$ cat config.mk
export PLATFORM = sky130hd
export DESIGN_NAME = vga_display_driver
export DESIGN_NICKNAME = d
export VERILOG_FILES = /design/src/rtl/vga_pkg.sv /design/src/rtl/sync_delay.sv /design/src/rtl/vga_display_driver.sv
export SDC_FILE = /design/constraint.sdc
export NUM_CORES = 1
export LEC_CHECK = 0
export BUFFER_PORTS_ARGS = -buffer_cell sky130_fd_sc_hd__buf_2
export CAP_MARGIN = 20
export CORE_MARGIN = 5
export CORE_UTILIZATION = 33
export DETAILED_ROUTE_END_ITERATION = 12
export GPL_ROUTABILITY_DRIVEN = 1
export SETUP_SLACK_MARGIN = 0.1
export SLEW_MARGIN = 20
export SYNTH_ARGS = -nofsm -noshare
export SYNTH_HDL_FRONTEND = slang
export SYNTH_HIERARCHICAL = 1
export SYNTH_SLANG_ARGS = --single-unit
$ cat constraint.sdc
create_clock -name pixel_clk_in -period 1.85 [get_ports pixel_clk_in]
set_input_delay 0.37 -clock pixel_clk_in [delete_from_list [all_inputs] [get_ports pixel_clk_in]]
set_output_delay 0.37 -clock pixel_clk_in [all_outputs]
set_load 0.01 [all_outputs]
$ cat src/rtl/vga_pkg.sv
// XVGA (1024x768@60, 65 MHz) raster timing shared by the display driver and the
// sprite/background modules.
// No ports. Provides:
//   XVGA_* active/porch/sync/total constants and derived sync start/end positions,
//   SPRITE_PIPE_DEPTH, the latency from hcount/vcount to a composited pixel,
//   sync_t, the packed {hs, vs, blank} word carried through the delay line,
//   sync_start/sync_end helpers so every user derives boundaries the same way.
package vga_pkg;

   function automatic int unsigned sync_start(input int unsigned active,
                                              input int unsigned fp);
      return active + fp;
   endfunction

   // Last position (inclusive) of the sync pulse.
   function automatic int unsigned sync_end(input int unsigned start,
                                            input int unsigned width);
      return start + width - 1;
   endfunction

   localparam int unsigned XVGA_H_ACTIVE = 1024;
   localparam int unsigned XVGA_H_FP     = 24;
   localparam int unsigned XVGA_H_SYNC   = 136;
   localparam int unsigned XVGA_H_BP     = 160;
   localparam int unsigned XVGA_H_TOTAL  = XVGA_H_ACTIVE + XVGA_H_FP + XVGA_H_SYNC + XVGA_H_BP;

   localparam int unsigned XVGA_V_ACTIVE = 768;
   localparam int unsigned XVGA_V_FP     = 3;
   localparam int unsigned XVGA_V_SYNC   = 6;
   localparam int unsigned XVGA_V_BP     = 29;
   localparam int unsigned XVGA_V_TOTAL  = XVGA_V_ACTIVE + XVGA_V_FP + XVGA_V_SYNC + XVGA_V_BP;

   localparam int unsigned XVGA_HS_START = sync_start(XVGA_H_ACTIVE, XVGA_H_FP);
   localparam int unsigned XVGA_HS_END   = sync_end(XVGA_HS_START, XVGA_H_SYNC);
   localparam int unsigned XVGA_VS_START = sync_start(XVGA_V_ACTIVE, XVGA_V_FP);
   localparam int unsigned XVGA_VS_END   = sync_end(XVGA_VS_START, XVGA_V_SYNC);

   // Sprite ROM + palette ROM + output register.
   localparam int unsigned SPRITE_PIPE_DEPTH = 3;

   localparam int unsigned HCOUNT_W = 11;
   localparam int unsigned VCOUNT_W = 10;

   typedef struct packed {
      logic hs;
      logic vs;
      logic blank;
   } sync_t;

endpackage

$ cat src/rtl/sync_delay.sv
// WIDTH x DEPTH shift register with synchronous reset to RESET_VAL.
// Ports:
//   clk_i   clock
//   rst_i   synchronous, active-high reset; every stage loads RESET_VAL
//   data_i  word entering stage 0
//   data_o  word leaving the last stage, DEPTH cycles after data_i
module sync_delay #(
   parameter int unsigned      WIDTH     = 3,
   parameter int unsigned      DEPTH     = 3,
   parameter logic [WIDTH-1:0] RESET_VAL = '0
) (
   input  logic             clk_i,
   input  logic             rst_i,
   input  logic [WIDTH-1:0] data_i,
   output logic [WIDTH-1:0] data_o
);

   logic [DEPTH-1:0][WIDTH-1:0] stage_q, stage_d;

   for (genvar i = 0; i < DEPTH; i++) begin : g_stage
      if (i == 0) begin : g_head
         assign stage_d[i] = data_i;
      end else begin : g_tail
         assign stage_d[i] = stage_q[i-1];
      end
   end

   always_ff @(posedge clk_i) begin
      if (rst_i) begin
         stage_q <= {DEPTH{RESET_VAL}};
      end else begin
         stage_q <= stage_d;
      end
   end

   assign data_o = stage_q[DEPTH-1];

endmodule

$ cat src/rtl/vga_display_driver.sv
// Raster generator and VGA pin driver for the sprite pipeline.
// Ports:
//   pixel_clk_in      pixel clock (65 MHz for XVGA)
//   rst_in            synchronous, active-high reset
//   pixel_in          {R,G,B} 4:4:4 from the compositor, PIPE_DEPTH cycles after its address
//   hcount_out        horizontal position, 0..H_TOTAL-1
//   vcount_out        vertical position, 0..V_TOTAL-1
//   blank_out         undelayed blanking decode of the counters
//   vblank_start_out  one-cycle pulse at (0, V_ACTIVE); safe point for game-state updates
//   vga_r/g/b         colour to pins, forced to 0 while blanked
//   vga_hs/vga_vs     active-low syncs, aligned with colour
module vga_display_driver
   import vga_pkg::*;
#(
   parameter int unsigned H_ACTIVE   = XVGA_H_ACTIVE,
   parameter int unsigned H_FP       = XVGA_H_FP,
   parameter int unsigned H_SYNC     = XVGA_H_SYNC,
   parameter int unsigned H_BP       = XVGA_H_BP,
   parameter int unsigned V_ACTIVE   = XVGA_V_ACTIVE,
   parameter int unsigned V_FP       = XVGA_V_FP,
   parameter int unsigned V_SYNC     = XVGA_V_SYNC,
   parameter int unsigned V_BP       = XVGA_V_BP,
   parameter int unsigned PIPE_DEPTH = SPRITE_PIPE_DEPTH
) (
   input  logic        pixel_clk_in,
   input  logic        rst_in,
   input  logic [11:0] pixel_in,
   output logic [10:0] hcount_out,
   output logic [9:0]  vcount_out,
   output logic        blank_out,
   output logic        vblank_start_out,
   output logic [3:0]  vga_r,
   output logic [3:0]  vga_g,
   output logic [3:0]  vga_b,
   output logic        vga_hs,
   output logic        vga_vs
);

   localparam int unsigned H_TOTAL    = H_ACTIVE + H_FP + H_SYNC + H_BP;
   localparam int unsigned V_TOTAL    = V_ACTIVE + V_FP + V_SYNC + V_BP;
   localparam int unsigned HS_START_U = sync_start(H_ACTIVE, H_FP);
   localparam int unsigned VS_START_U = sync_start(V_ACTIVE, V_FP);

   localparam logic [10:0] H_LAST   = 11'(H_TOTAL - 1);
   localparam logic [10:0] H_ACT    = 11'(H_ACTIVE);
   localparam logic [10:0] HS_START = 11'(HS_START_U);
   localparam logic [10:0] HS_END   = 11'(sync_end(HS_START_U, H_SYNC));
   localparam logic [9:0]  V_LAST   = 10'(V_TOTAL - 1);
   localparam logic [9:0]  V_ACT    = 10'(V_ACTIVE);
   localparam logic [9:0]  VS_START = 10'(VS_START_U);
   localparam logic [9:0]  VS_END   = 10'(sync_end(VS_START_U, V_SYNC));

   if (H_TOTAL > 2**HCOUNT_W || V_TOTAL > 2**VCOUNT_W) begin : g_bad_timing
      $error("vga_display_driver: raster totals exceed the 11/10-bit counters");
   end
   if (PIPE_DEPTH < 1 || PIPE_DEPTH > 7) begin : g_bad_depth
      $error("vga_display_driver: PIPE_DEPTH must be 1..7");
   end

   logic [10:0] hcount_q, hcount_d;
   logic [9:0]  vcount_q, vcount_d;
   logic        blank;
   sync_t       raw, dly;
   logic        vga_hs_q, vga_hs_d;
   logic        vga_vs_q, vga_vs_d;
   logic [11:0] rgb_q, rgb_d;

   always_comb begin
      hcount_d = hcount_q + 11'd1;
      vcount_d = vcount_q;
      if (hcount_q == H_LAST) begin
         hcount_d = '0;
         vcount_d = (vcount_q == V_LAST) ? '0 : vcount_q + 10'd1;
      end
   end

   always_comb begin
      blank     = (hcount_q >= H_ACT) || (vcount_q >= V_ACT);
      raw.hs    = ~((hcount_q >= HS_START) && (hcount_q <= HS_END));
      raw.vs    = ~((vcount_q >= VS_START) && (vcount_q <= VS_END));
      raw.blank = blank;
   end

   // Reset value is "blanked, syncs inactive" so the pins stay dark until the
   // first address issued after reset reaches the output register.
   sync_delay #(
      .WIDTH    (3),
      .DEPTH    (PIPE_DEPTH),
      .RESET_VAL(3'b111)
   ) u_sync_delay (
      .clk_i (pixel_clk_in),
      .rst_i (rst_in),
      .data_i(raw),
      .data_o(dly)
   );

   always_comb begin
      vga_hs_d = dly.hs;
      vga_vs_d = dly.vs;
      rgb_d    = dly.blank ? 12'h000 : pixel_in;
   end

   always_ff @(posedge pixel_clk_in) begin
      if (rst_in) begin
         hcount_q <= '0;
         vcount_q <= '0;
         vga_hs_q <= 1'b1;
         vga_vs_q <= 1'b1;
         rgb_q    <= '0;
      end else begin
         hcount_q <= hcount_d;
         vcount_q <= vcount_d;
         vga_hs_q <= vga_hs_d;
         vga_vs_q <= vga_vs_d;
         rgb_q    <= rgb_d;
      end
   end

   assign hcount_out       = hcount_q;
   assign vcount_out       = vcount_q;
   assign blank_out        = blank;
   assign vblank_start_out = (hcount_q == '0) && (vcount_q == V_ACT);
   assign vga_r            = rgb_q[11:8];
   assign vga_g            = rgb_q[7:4];
   assign vga_b            = rgb_q[3:0];
   assign vga_hs           = vga_hs_q;
   assign vga_vs           = vga_vs_q;

endmodule
==> results of run 1 <==
[layout make-up]
class,instances,area share
Multi-Input combinational cell,128,0.3650
Sequential cell,44,0.3537
Clock buffer,5,0.02709
Inverter,8,0.01281
Timing Repair Buffer,79,0.1887
Tap cell,70,0.03448
Clock inverter,3,0.01823
[synthesized netlist by cell type]
library cell	n	area, um2
sky130_fd_sc_hd__o22ai_1	2	12.51
sky130_fd_sc_hd__o32ai_1	1	8.760
sky130_fd_sc_hd__a21oi_1	7	35.03
sky130_fd_sc_hd__and4_1	2	17.52
sky130_fd_sc_hd__or4_1	4	30.03
sky130_fd_sc_hd__nand2_1	10	37.54
sky130_fd_sc_hd__nand4_2	1	12.51
sky130_fd_sc_hd__a41oi_1	1	8.760
sky130_fd_sc_hd__a21bo_1	1	10.01
sky130_fd_sc_hd__nor4b_1	2	17.52
sky130_fd_sc_hd__nand4b_1	1	8.760
sky130_fd_sc_hd__o21ai_0	3	15.01
sky130_fd_sc_hd__o31ai_1	4	30.03
sky130_fd_sc_hd__ha_1	5	62.56
sky130_fd_sc_hd__clkbuf_1	4	15.01
sky130_fd_sc_hd__nor4_1	2	12.51
sky130_fd_sc_hd__nor3_1	3	15.01
sky130_fd_sc_hd__xor2_1	7	61.31
sky130_fd_sc_hd__inv_1	8	30.03
sky130_fd_sc_hd__a221o_1	1	10.01
sky130_fd_sc_hd__a21o_1	1	7.510
sky130_fd_sc_hd__o21ai_1	1	5.000
sky130_fd_sc_hd__buf_6	2	22.52
sky130_fd_sc_hd__buf_4	2	15.01
sky130_fd_sc_hd__dfxtp_1	44	880.8
sky130_fd_sc_hd__nand2b_1	1	6.260
sky130_fd_sc_hd__or2_1	12	75.07
sky130_fd_sc_hd__nand4_1	7	43.79
sky130_fd_sc_hd__nor2_1	20	75.07
sky130_fd_sc_hd__or3_1	4	25.02
sky130_fd_sc_hd__xnor2_1	2	17.52
sky130_fd_sc_hd__nor4b_4	1	23.77
sky130_fd_sc_hd__buf_2	2	10.01
sky130_fd_sc_hd__nand3_1	5	25.02
sky130_fd_sc_hd__and3_1	3	18.77
sky130_fd_sc_hd__and2_1	14	87.58
[kinds of logic (layout without fill, tap and decap cells)]
kind of cell | Yosys count | in the layout
XOR/XNOR | 9 | 9
flip-flops | 44 | 44
adder cells (fa/ha/maj) | 5 | 5
buffers and inverters | 18 | 95
AND/OR/NAND/NOR | 92 | 92
AO/OA/AOI/OAI | 22 | 22
[worst paths after layout]
kind,to,slack [ns],cells after the start
max,vblank_start_out,-0.02,6
min,rgb_q[7],0.27,2
max reg2reg,vcount_out[8],0.11,4
min reg2reg,u_sync_delay/stage_d[7],0.41,1
[layer usage]
layer | routed length [um] | global-route usage
met5 | 0 | 0
met4 | 97 | 0.07018
met3 | 219 | 0.04047
met2 | 1943 | 0.1938
met1 | 1867 | 0.1389
[stage by stage]
step	instance area [um2]	setup slack (ns)	TNS (ns)	hold slack (ns)
2_1_floorplan	1794	0.1057	0	0.3832
3_3_place_gp	2197	0.05259	0	0.3853
3_5_place_dp	2197	-0.0004100	-0.0004100	0.3920
4_1_cts	2454	-0.1142	-0.1142	0.2513
5_1_grt	2540	-0.1445	-0.1990	0.2520
6_report	2540	-0.01876	-0.01876	0.2696
[sequential cells by signal (all words and copies together) (netlist names)]
| register | flops |
|---|---|
| rgb_q | 12 |
| hcount_out | 11 |
| u_sync_delay/data_o | 3 |
| vcount_out | 10 |
| vga_hs | 1 |
| u_sync_delay/stage_d | 6 |
| vga_vs | 1 |
[layout by cell type (no fill, tap or decap), drive strengths merged, types with 2 or more instances in the layout]
master  count
nor4        2
or4         4
nand4       8
o21ai       4
clkbuf      5
and4        2
xor2        7
o31ai       4
nor4b       3
o22ai       2
a21oi       7
xnor2       2
or3         4
and2       14
ha          5
nor2       20
and3        3
inv         9
nand3       5
or2        12
dfxtp      44
nor3        3
nand2      10
buf        79
[power groups by stage]
| stage | registers (mW) | clock network (mW) | logic [mW] |
|---|---|---|---|
| after CTS | 0.964 | 0.780 | 0.0987 |
| final | 0.963 | 0.741 | 0.104 |
| after global routing | 0.966 | 0.809 | 0.116 |
| after detailed placement | 0.990 | 0 | 0.0791 |
| after floorplan | 0.996 | 0 | 0.0323 |
| after global placement | 0.989 | 0 | 0.0792 |
[timing repair]
| action | in CTS | in global routing |
|---|---|---|
| endpoints found under the setup margin | 6 | 8 |
| buffers inserted | 7 | 5 |
| pin swaps | 5 | 10 |
| cloned | 0 | 0 |
| resized for setup | 23 | 12 |
| endpoints found under the hold margin | 0 | 0 |
==> impl_metrics.yaml, run 1 <==
global_route:
  globalRoute.totalOverflow: 0
  pin_count_of_the_biggest_net_entering_global_routing: 16
  grt_pass1_wl_um: 6879
  grt_pass1_vias: 1461
  antenna_found_initial: 0
  grt_use_total: 0.1206
sta:
  min_period_over_period: 1.010
  max_slew.worst_pin.slew_ns: 0.5037
  timing.final.ws_setup_ns: -0.01876
  timing.clock.skew_ns: 0.004762
  max_slew_margin: 0.6629
  layout_min_cycle_time_ns: 1.869
  fmaxAchievable_mhz: 535.1
  rsz_0062_raised_after_global_routing: "yes"
  number_of_pins_exceeding_their_max_slew_limit_in_the_final_report: 0
  hold_violations: 0
  setup_violations: 1
detailed_routing:
  dr_total_vias: 1554
  viasPerCell: 4.611
  drtIter0Drc: 30
  drt_pre_antenna_iters: 4
  detail_route.drc_violations: 0
  totalWireLength_um: 4128
  ant_nets: 0
  mean_routed_wirelength_per_cell_um: 12.25
power:
  combPwrFrac: 0.057
  net-switching-power_mw: 0.3906
  clockPowerShare: 0.410
  sequentialPowerShare: 0.533
  pwr_dens_nw_per_um2: 712.0
  vdd_drop_max_mv: 0.3340
  power_switching_share: 0.2160
  power.leakage_nw: 1.133
  totalPowerFinal_mw: 1.808
  internal_power_contribution_mw: 1.418
placement:
  place_inst: 317
  dp_hpwl_um: 2948
  io_buffer_count: 50
  routabilityCongestion: 0.7461
floorplanning:
  die_x_um: 83.64
  die_area_um2: 6995
  fp.coreArea_um2: 5172
  num_io_pins: 51
  die_height_um: 83.64
  initial_standard_cell_utilization_of_the_core: 0.3459
  rows: 26
synth:
  synthMuxAreaShare: 0
  synth-compound-area-share: 0.07972
  synth_xor_xnor_area_share: 0.04406
  mean_instance_size_in_the_synthesized_netlist_um2: 9.417
  adder_cell_share_of_the_synthesized_area: 0.03497
  cell_count_after_synthesis: 190
  ys_ff_latch: 44
  synth.distinct_cells: 36
  synthesis.nets: 209
  syn_area_um2: 1789
  yosysSeqAreaShare: 0.4923
  post_synth_and_or_nand_nor_area_fraction: 0.2972
  largest_family_of_logic_cells_by_synthesized_area: "simple AND/OR/NAND/NOR gates"
  synth-warning-count: 6
setup_path:
  cp.buffers_inverters: 2
  path_class: "reg -> out"
  data_required_time_at_the_worst_endpoint_ns: 1.48
  master_of_the_slowest_instance_on_the_critical_path: "sky130_fd_sc_hd__dfxtp_4"
  cp_cell_sequence: "inv_4 > ha_4 > nor4b_4 > nand4_1 > nor4_2 > buf_2"
  cpLargestDelayFamily: "simple AND/OR/NAND/NOR gates"
  cp-start-kind: "flop"
  cp_launch_point: "vcount_out[0]"
  critPathMaxFanout: 2
  critical_path.endpoint_type: "primary output"
  cp_data_arrival_time_ns: 1.50
  crit_path_max_incr_delay_ns: 0.36
  r2r_start: "hcount_out[6]"
final_layout:
  drive_gt1_frac: 0.4195
  multiInputGateArea_um2: 927.1
  final_util: 0.4911
  regArea_um2: 898.4
  layout.cells.non_filler: 337
  design.final.nets: 285
  area_growth_pct: 41.96
  fillCellCount: 498
  antenna_cells_inserted: 0
clock_network:
  cts.hold.buffers_added: 0
  cts.sinks: 44
  cts_tree: "built"
  cts-root-buf: "sky130_fd_sc_hd__clkbuf_8"
  insertion_delay_ns: 0.30
  largest_buffer_count_on_any_clock_path: 2
  cts_buffers: 5
  clk_pin_slew_worst_paths_ns: 0.08
  cts.htree.levels: 2
worst_hold_path:
  worstHoldStart: "pixel_in[7]"
  holdCritPathClass: "in -> reg"
status:
  outcome: "finished, violations left"
  violations: "negative setup slack"
flow_run:
  maximum_capacitance_violations: 0
No activity file was read; power rests on OpenSTA's default activity.
==> inputs of run 2 (changes only) <==
--- a/config.mk
+++ b/config.mk
@@ -7,6 +7,7 @@
 export LEC_CHECK = 0
 export BUFFER_PORTS_ARGS = -buffer_cell sky130_fd_sc_hd__buf_2
 export CAP_MARGIN = 20
+export CORE_ASPECT_RATIO = 1.4
 export CORE_MARGIN = 5
 export CORE_UTILIZATION = 33
 export DETAILED_ROUTE_END_ITERATION = 12
==> impl_metrics.yaml, run 2 (synthesized netlist as in run 1, its figures left out) <==
setup_path:
  data_required_time_at_the_worst_endpoint_ns: 1.48
  master_of_the_slowest_instance_on_the_critical_path: "sky130_fd_sc_hd__dfxtp_2"
  cp_cell_sequence: "inv_2 > ha_4 > nor4b_4 > nand4_1 > nor4_2 > buf_2"
  worst-r2r-cell-count: 9
  critPathMaxFanout: 2
  path_class: "reg -> out"
  cp_data_arrival_time_ns: 1.50
  crit_path_max_incr_delay_ns: 0.33
  cp-start-kind: "flop"
  critical_path.endpoint_type: "primary output"
clock_network:
  cts.htree.levels: 2
  clk_pin_slew_worst_paths_ns: 0.09
  cts-root-buf: "sky130_fd_sc_hd__clkbuf_8"
  cts_buffers: 5
  insertion_delay_ns: 0.29
  cts.sinks: 44
  largest_buffer_count_on_any_clock_path: 2
  cts.hold.buffers_added: 0
  cts_tree: "built"
sta:
  worst_hold_slack_ns: 0.2753
  fmaxAchievable_mhz: 535.5
  hold_violations: 0
  max_slew.worst_pin.slew_ns: 0.5152
  timing.clock.skew_ns: 0.007312
  timing.final.ws_setup_ns: -0.01738
  min_period_over_period: 1.009
  number_of_pins_exceeding_their_max_slew_limit_in_the_final_report: 0
  setup_violations: 2
  max_slew_margin: 0.6553
  rsz_0062_raised_after_global_routing: "yes"
  layout_min_cycle_time_ns: 1.867
global_route:
  gr-usage-met1: 0.1402
  pin_count_of_the_biggest_net_entering_global_routing: 23
  grtUsageMet2: 0.2154
  grt_pass1_vias: 1531
  globalRoute.totalOverflow: 0
  groute.layer.met3.usage: 0.03934
  grt_use_total: 0.1263
  global_route.peak_usage_layer: "met2"
  grt_pass1_wl_um: 7044
  antenna_found_initial: 0
final_layout:
  layout.cells.most_common: "sky130_fd_sc_hd__buf_2"
  multiInputGateArea_um2: 938.4
  fillCellCount: 514
  most_frequent_cells_in_the_layout: "sky130_fd_sc_hd__buf_2, sky130_fd_sc_hd__dfxtp_1, sky130_fd_sc_hd__buf_4"
  drive_gt1_frac: 0.4167
  largest_register: "rgb_q"
  regArea_um2: 893.4
  largest_reg_flops: 12
  final_util: 0.4812
  design.final.nets: 282
  fin_area_um2: 2520
  antenna_cells_inserted: 0
  area_growth_pct: 40.84
  layout.cells.non_filler: 330
worst_hold_path:
  hold-path-cell-count: 2
  holdCritPathClass: "in -> reg"
power:
  power.leakage_nw: 1.121
  totalPowerFinal_mw: 1.797
  vdd_drop_max_mv: 0.5326
  pwr_dens_nw_per_um2: 713.2
floorplanning:
  die_x_um: 72.23
  fp.coreArea_um2: 5236
  die_height_um: 97.13
  die_area_um2: 7015
  initial_standard_cell_utilization_of_the_core: 0.3417
  rows: 31
  num_io_pins: 51
flow_run:
  maximum_capacitance_violations: 0
detailed_routing:
  drtIter0Drc: 23
  dr_total_vias: 1589
  viasPerCell: 4.815
  totalWireLength_um: 4410
  ant_nets: 0
  detail_route.drc_violations: 0
  mean_routed_wirelength_per_cell_um: 13.36
  drt_pre_antenna_iters: 4
placement:
  placed_cell_area_um2: 2205
  place_inst: 313
  io_buffer_count: 50
  routabilityCongestion: 0.8291
  dp_hpwl_um: 3113
status:
  outcome: "finished, violations left"
  violations: "negative setup slack"
## run 2: cell count changes in the layout (fill, tap and decap cells not counted), moves of 2 or more
cell | previous run | this run
sky130_fd_sc_hd__buf_4 | 26 | 24
sky130_fd_sc_hd__a21oi_2 | 1 | 3
sky130_fd_sc_hd__a21oi_1 | 6 | 4
sky130_fd_sc_hd__buf_6 | 3 | 1
sky130_fd_sc_hd__dfxtp_1 | 36 | 38
## run 2: cell type report
cell class | instances | share of cell area
well taps | 66 | 0.03277
inverters | 8 | 0.01291
flip-flops and latches | 44 | 0.3545
multi-input cells | 128 | 0.3724
repair buffers | 76 | 0.1832
clock buffers | 5 | 0.02731
clock inverters | 3 | 0.01688
## run 2: final timing paths
path | from | to | slack [ns]
hold reg to reg | u_sync_delay/stage_d[8] | u_sync_delay/data_o[2] | 0.41
hold / removal | pixel_in[1] | rgb_q[1] | 0.28
setup reg to reg | vcount_out[1] | vcount_out[7] | 0
setup / recovery | vcount_out[1] | vblank_start_out | -0.02
## run 2: report_power, final
group | switching (mW) | internal (mW) | total [mW]
clock network | 0.328 | 0.400 | 0.727
logic | 0.0513 | 0.0543 | 0.106
registers | 0.00648 | 0.958 | 0.964
total | 0.385 | 1.41 | 1.80
## run 2: critical path: cells and delay by family (launching register included)
kind                       cells  cell delay (ns)
adders and majority gates      1             0.13
buffers and inverters          2             0.26
DFF                            1             0.33
and+or+nand+nor                3             0.48
## run 2: per-layer routing
| layer | up-vias | wire, um |
|---|---|---|
| li1 | 800 | - |
| met1 | 736 | 1821 |
| met2 | 47 | 2230 |
| met3 | 6 | 286 |
| met4 | 0 | 72 |
| met5 | - | 0 |
## run 2: per-stage QoR
step / TNS [ns] / worst slack [ns]
floorplan: 0 / 0.1057
finish: -0.01980 / -0.01738
global route: -0.2066 / -0.1256
detailed placement: 0 / 0.05543
global placement: 0 / 0.1077
CTS: -0.1111 / -0.1111
## run 2: repair_timing
item	CTS	global route
gates resized for setup	22	11
pin swaps	5	3
setup buffers	7	2
endpoints found under the setup margin	3	6
==> inputs of run 3 (changes only) <==
--- a/config.mk
+++ b/config.mk
@@ -12,7 +12,8 @@
 export CORE_UTILIZATION = 33
 export DETAILED_ROUTE_END_ITERATION = 12
 export GPL_ROUTABILITY_DRIVEN = 1
-export SETUP_SLACK_MARGIN = 0.1
+export PLACE_DENSITY_LB_ADDON = 0.25
+export SETUP_SLACK_MARGIN = 0.3
 export SLEW_MARGIN = 20
 export SYNTH_ARGS = -nofsm -noshare
 export SYNTH_HDL_FRONTEND = slang
==> impl_metrics.yaml, run 3 (synthesized netlist as in run 1, its figures left out) <==
status:
  outcome: "finished, violations left"
  violations: "negative setup slack"
final_layout:
  design.final.nets: 281
  layout.cells.most_common: "sky130_fd_sc_hd__buf_2"
  multiInputGateArea_um2: 1049
  largest_register: "rgb_q"
  largest_reg_flops: 12
  most_frequent_cells_in_the_layout: "sky130_fd_sc_hd__buf_2, sky130_fd_sc_hd__dfxtp_1, sky130_fd_sc_hd__buf_4"
  regArea_um2: 909.6
  fin_area_um2: 2621
  antenna_cells_inserted: 0
  drive_gt1_frac: 0.4885
  fillCellCount: 498
  area_growth_pct: 46.50
setup_path:
  path_class: "reg -> out"
  cpLargestDelayFamily: "simple AND/OR/NAND/NOR gates"
  cp-start-kind: "flop"
  crit_path_max_incr_delay_ns: 0.42
  data_required_time_at_the_worst_endpoint_ns: 1.48
  cp.buffers_inverters: 1
  critPathMaxFanout: 9
  master_of_the_slowest_instance_on_the_critical_path: "sky130_fd_sc_hd__dfxtp_1"
  critical_path.endpoint_type: "primary output"
  timing.critical_path.depth: 4
  worst-r2r-cell-count: 6
  cp_cell_sequence: "nor4b_4 > nand4_1 > nor4_2 > buf_2"
  cp_data_arrival_time_ns: 1.56
detailed_routing:
  drt_pre_antenna_iters: 4
  top_signal_layer_used: "met4"
  detail_route.drc_violations: 0
  drtIter0Drc: 39
  dr_total_vias: 1580
  wirelength_met1_um: 1747
  totalWireLength_um: 4334
  met2WireLength_um: 2245
  mean_routed_wirelength_per_cell_um: 13.21
  ant_nets: 0
  routed-wl-met3_um: 261
  viasPerCell: 4.817
power:
  vdd_drop_max_mv: 0.3432
  power.leakage_nw: 1.120
  power_switching_share: 0.2241
  sequentialPowerShare: 0.592
  net-switching-power_mw: 0.3653
  clockPowerShare: 0.342
  pwr_dens_nw_per_um2: 621.8
  totalPowerFinal_mw: 1.630
  internal_power_contribution_mw: 1.265
  combPwrFrac: 0.065
clock_network:
  cts_buffers: 5
  clk_pin_slew_worst_paths_ns: 0.08
  cts.sinks: 44
  cts-root-buf: "sky130_fd_sc_hd__clkbuf_8"
  insertion_delay_ns: 0.29
  cts.hold.buffers_added: 0
  cts.htree.levels: 2
  largest_buffer_count_on_any_clock_path: 2
  cts_tree: "built"
sta:
  timing.setup.tns_ns: -0.08248
  min_period_over_period: 1.045
  timing.clock.skew_ns: 0.005370
  rsz_0062_raised_after_global_routing: "yes"
  layout_min_cycle_time_ns: 1.932
  worst_hold_slack_ns: 0.2740
  max_slew.worst_pin.slew_ns: 0.5079
  setup_violations: 1
  max_slew_margin: 0.6601
  timing.final.ws_setup_ns: -0.08248
  fmaxAchievable_mhz: 517.5
  number_of_pins_exceeding_their_max_slew_limit_in_the_final_report: 0
  hold_violations: 0
placement:
  routabilityCongestion: 0.7456
  post-place-ws_ns: 0.1156
  dp_hpwl_um: 2954
  io_buffer_count: 50
  placed_cell_area_um2: 2167
floorplanning:
  die_area_um2: 7015
  fp.coreArea_um2: 5236
  initial_standard_cell_utilization_of_the_core: 0.3417
  num_io_pins: 51
  die_x_um: 72.23
  die_height_um: 97.13
  rows: 31
global_route:
  globalRoute.totalOverflow: 0
  pin_count_of_the_biggest_net_entering_global_routing: 15
  grt_use_total: 0.1193
  antenna_found_initial: 0
  grt_pass1_wl_um: 6693
  grt_pass1_vias: 1476
flow_run:
  maximum_capacitance_violations: 0
worst_hold_path:
  holdCritPathClass: "in -> reg"
  hold-path-cell-count: 2
run 3: cell types whose count changed in the layout (fill, tap and decap cells not counted), moves of 2 or more:
| cell | before | now |
|---|---|---|
| sky130_fd_sc_hd__o22ai_2 | 0 | 2 |
| sky130_fd_sc_hd__o22ai_1 | 2 | 0 |
| sky130_fd_sc_hd__buf_4 | 24 | 20 |
| sky130_fd_sc_hd__nor2_4 | 0 | 5 |
| sky130_fd_sc_hd__o31ai_2 | 0 | 2 |
| sky130_fd_sc_hd__inv_2 | 3 | 1 |
| sky130_fd_sc_hd__buf_6 | 1 | 4 |
| sky130_fd_sc_hd__dfxtp_4 | 2 | 6 |
| sky130_fd_sc_hd__o31ai_1 | 4 | 1 |
| sky130_fd_sc_hd__nor2_1 | 20 | 14 |
| sky130_fd_sc_hd__dfxtp_1 | 38 | 33 |
| sky130_fd_sc_hd__inv_4 | 1 | 3 |
run 3: worst paths after layout:
path	slack, ns	start	endpoint
max	-0.08	vcount_out[2]	vblank_start_out
min	0.27	pixel_in[2]	rgb_q[2]
max reg2reg	0.13	hcount_out[6]	vcount_out[6]
min reg2reg	0.41	u_sync_delay/stage_d[3]	u_sync_delay/stage_d[6]
run 3: power by group through the flow:
stage | sequential [mW] | clock, mW | combinational [mW]
after floorplan | 0.997 | 0 | 0.0357
after global placement | 0.990 | 0 | 0.0797
after detailed placement | 0.991 | 0 | 0.0798
after CTS | 0.967 | 0.593 | 0.0826
after global routing | 0.967 | 0.625 | 0.117
final | 0.965 | 0.558 | 0.106
run 3: metrics by stage:
step,util,cells
finish,0.5006,328
global route,0.5006,328
CTS,0.4387,313
detailed placement,0.4139,305
global placement,0.4139,305
floorplan,-,190
run 3: area by class of cell:
cell class	count	area share
clock inverter	1	0.001909
timing repair buffer	75	0.1776
tap	66	0.03150
multi-input combinational	128	0.4000
inverter	8	0.01432
clock buffer	6	0.02769
sequential	44	0.3470
run 3: layer usage:
layer,up-vias,global-route usage
met4,0,0.05210
met5,-,0
met1,735,0.1311
met3,6,0.02899
li1,796,-
met2,43,0.2105
run 3: what timing repair did:
| action | in CTS | in global routing |
|---|---|---|
| pin swaps | 3 | 15 |
| resized for setup | 15 | 52 |
| endpoints found under the setup margin | 18 | 18 |
| setup buffers | 1 | 15 |
run 3: worst reg2reg max path: cells and delay by family, from the launching register on:
kind                   cells  cell delay, ns
AOI/OAI and AO/OA          1            0.13
buffers and inverters      2            0.31
DFF                        1            0.36
and+or+nand+nor            3            0.85
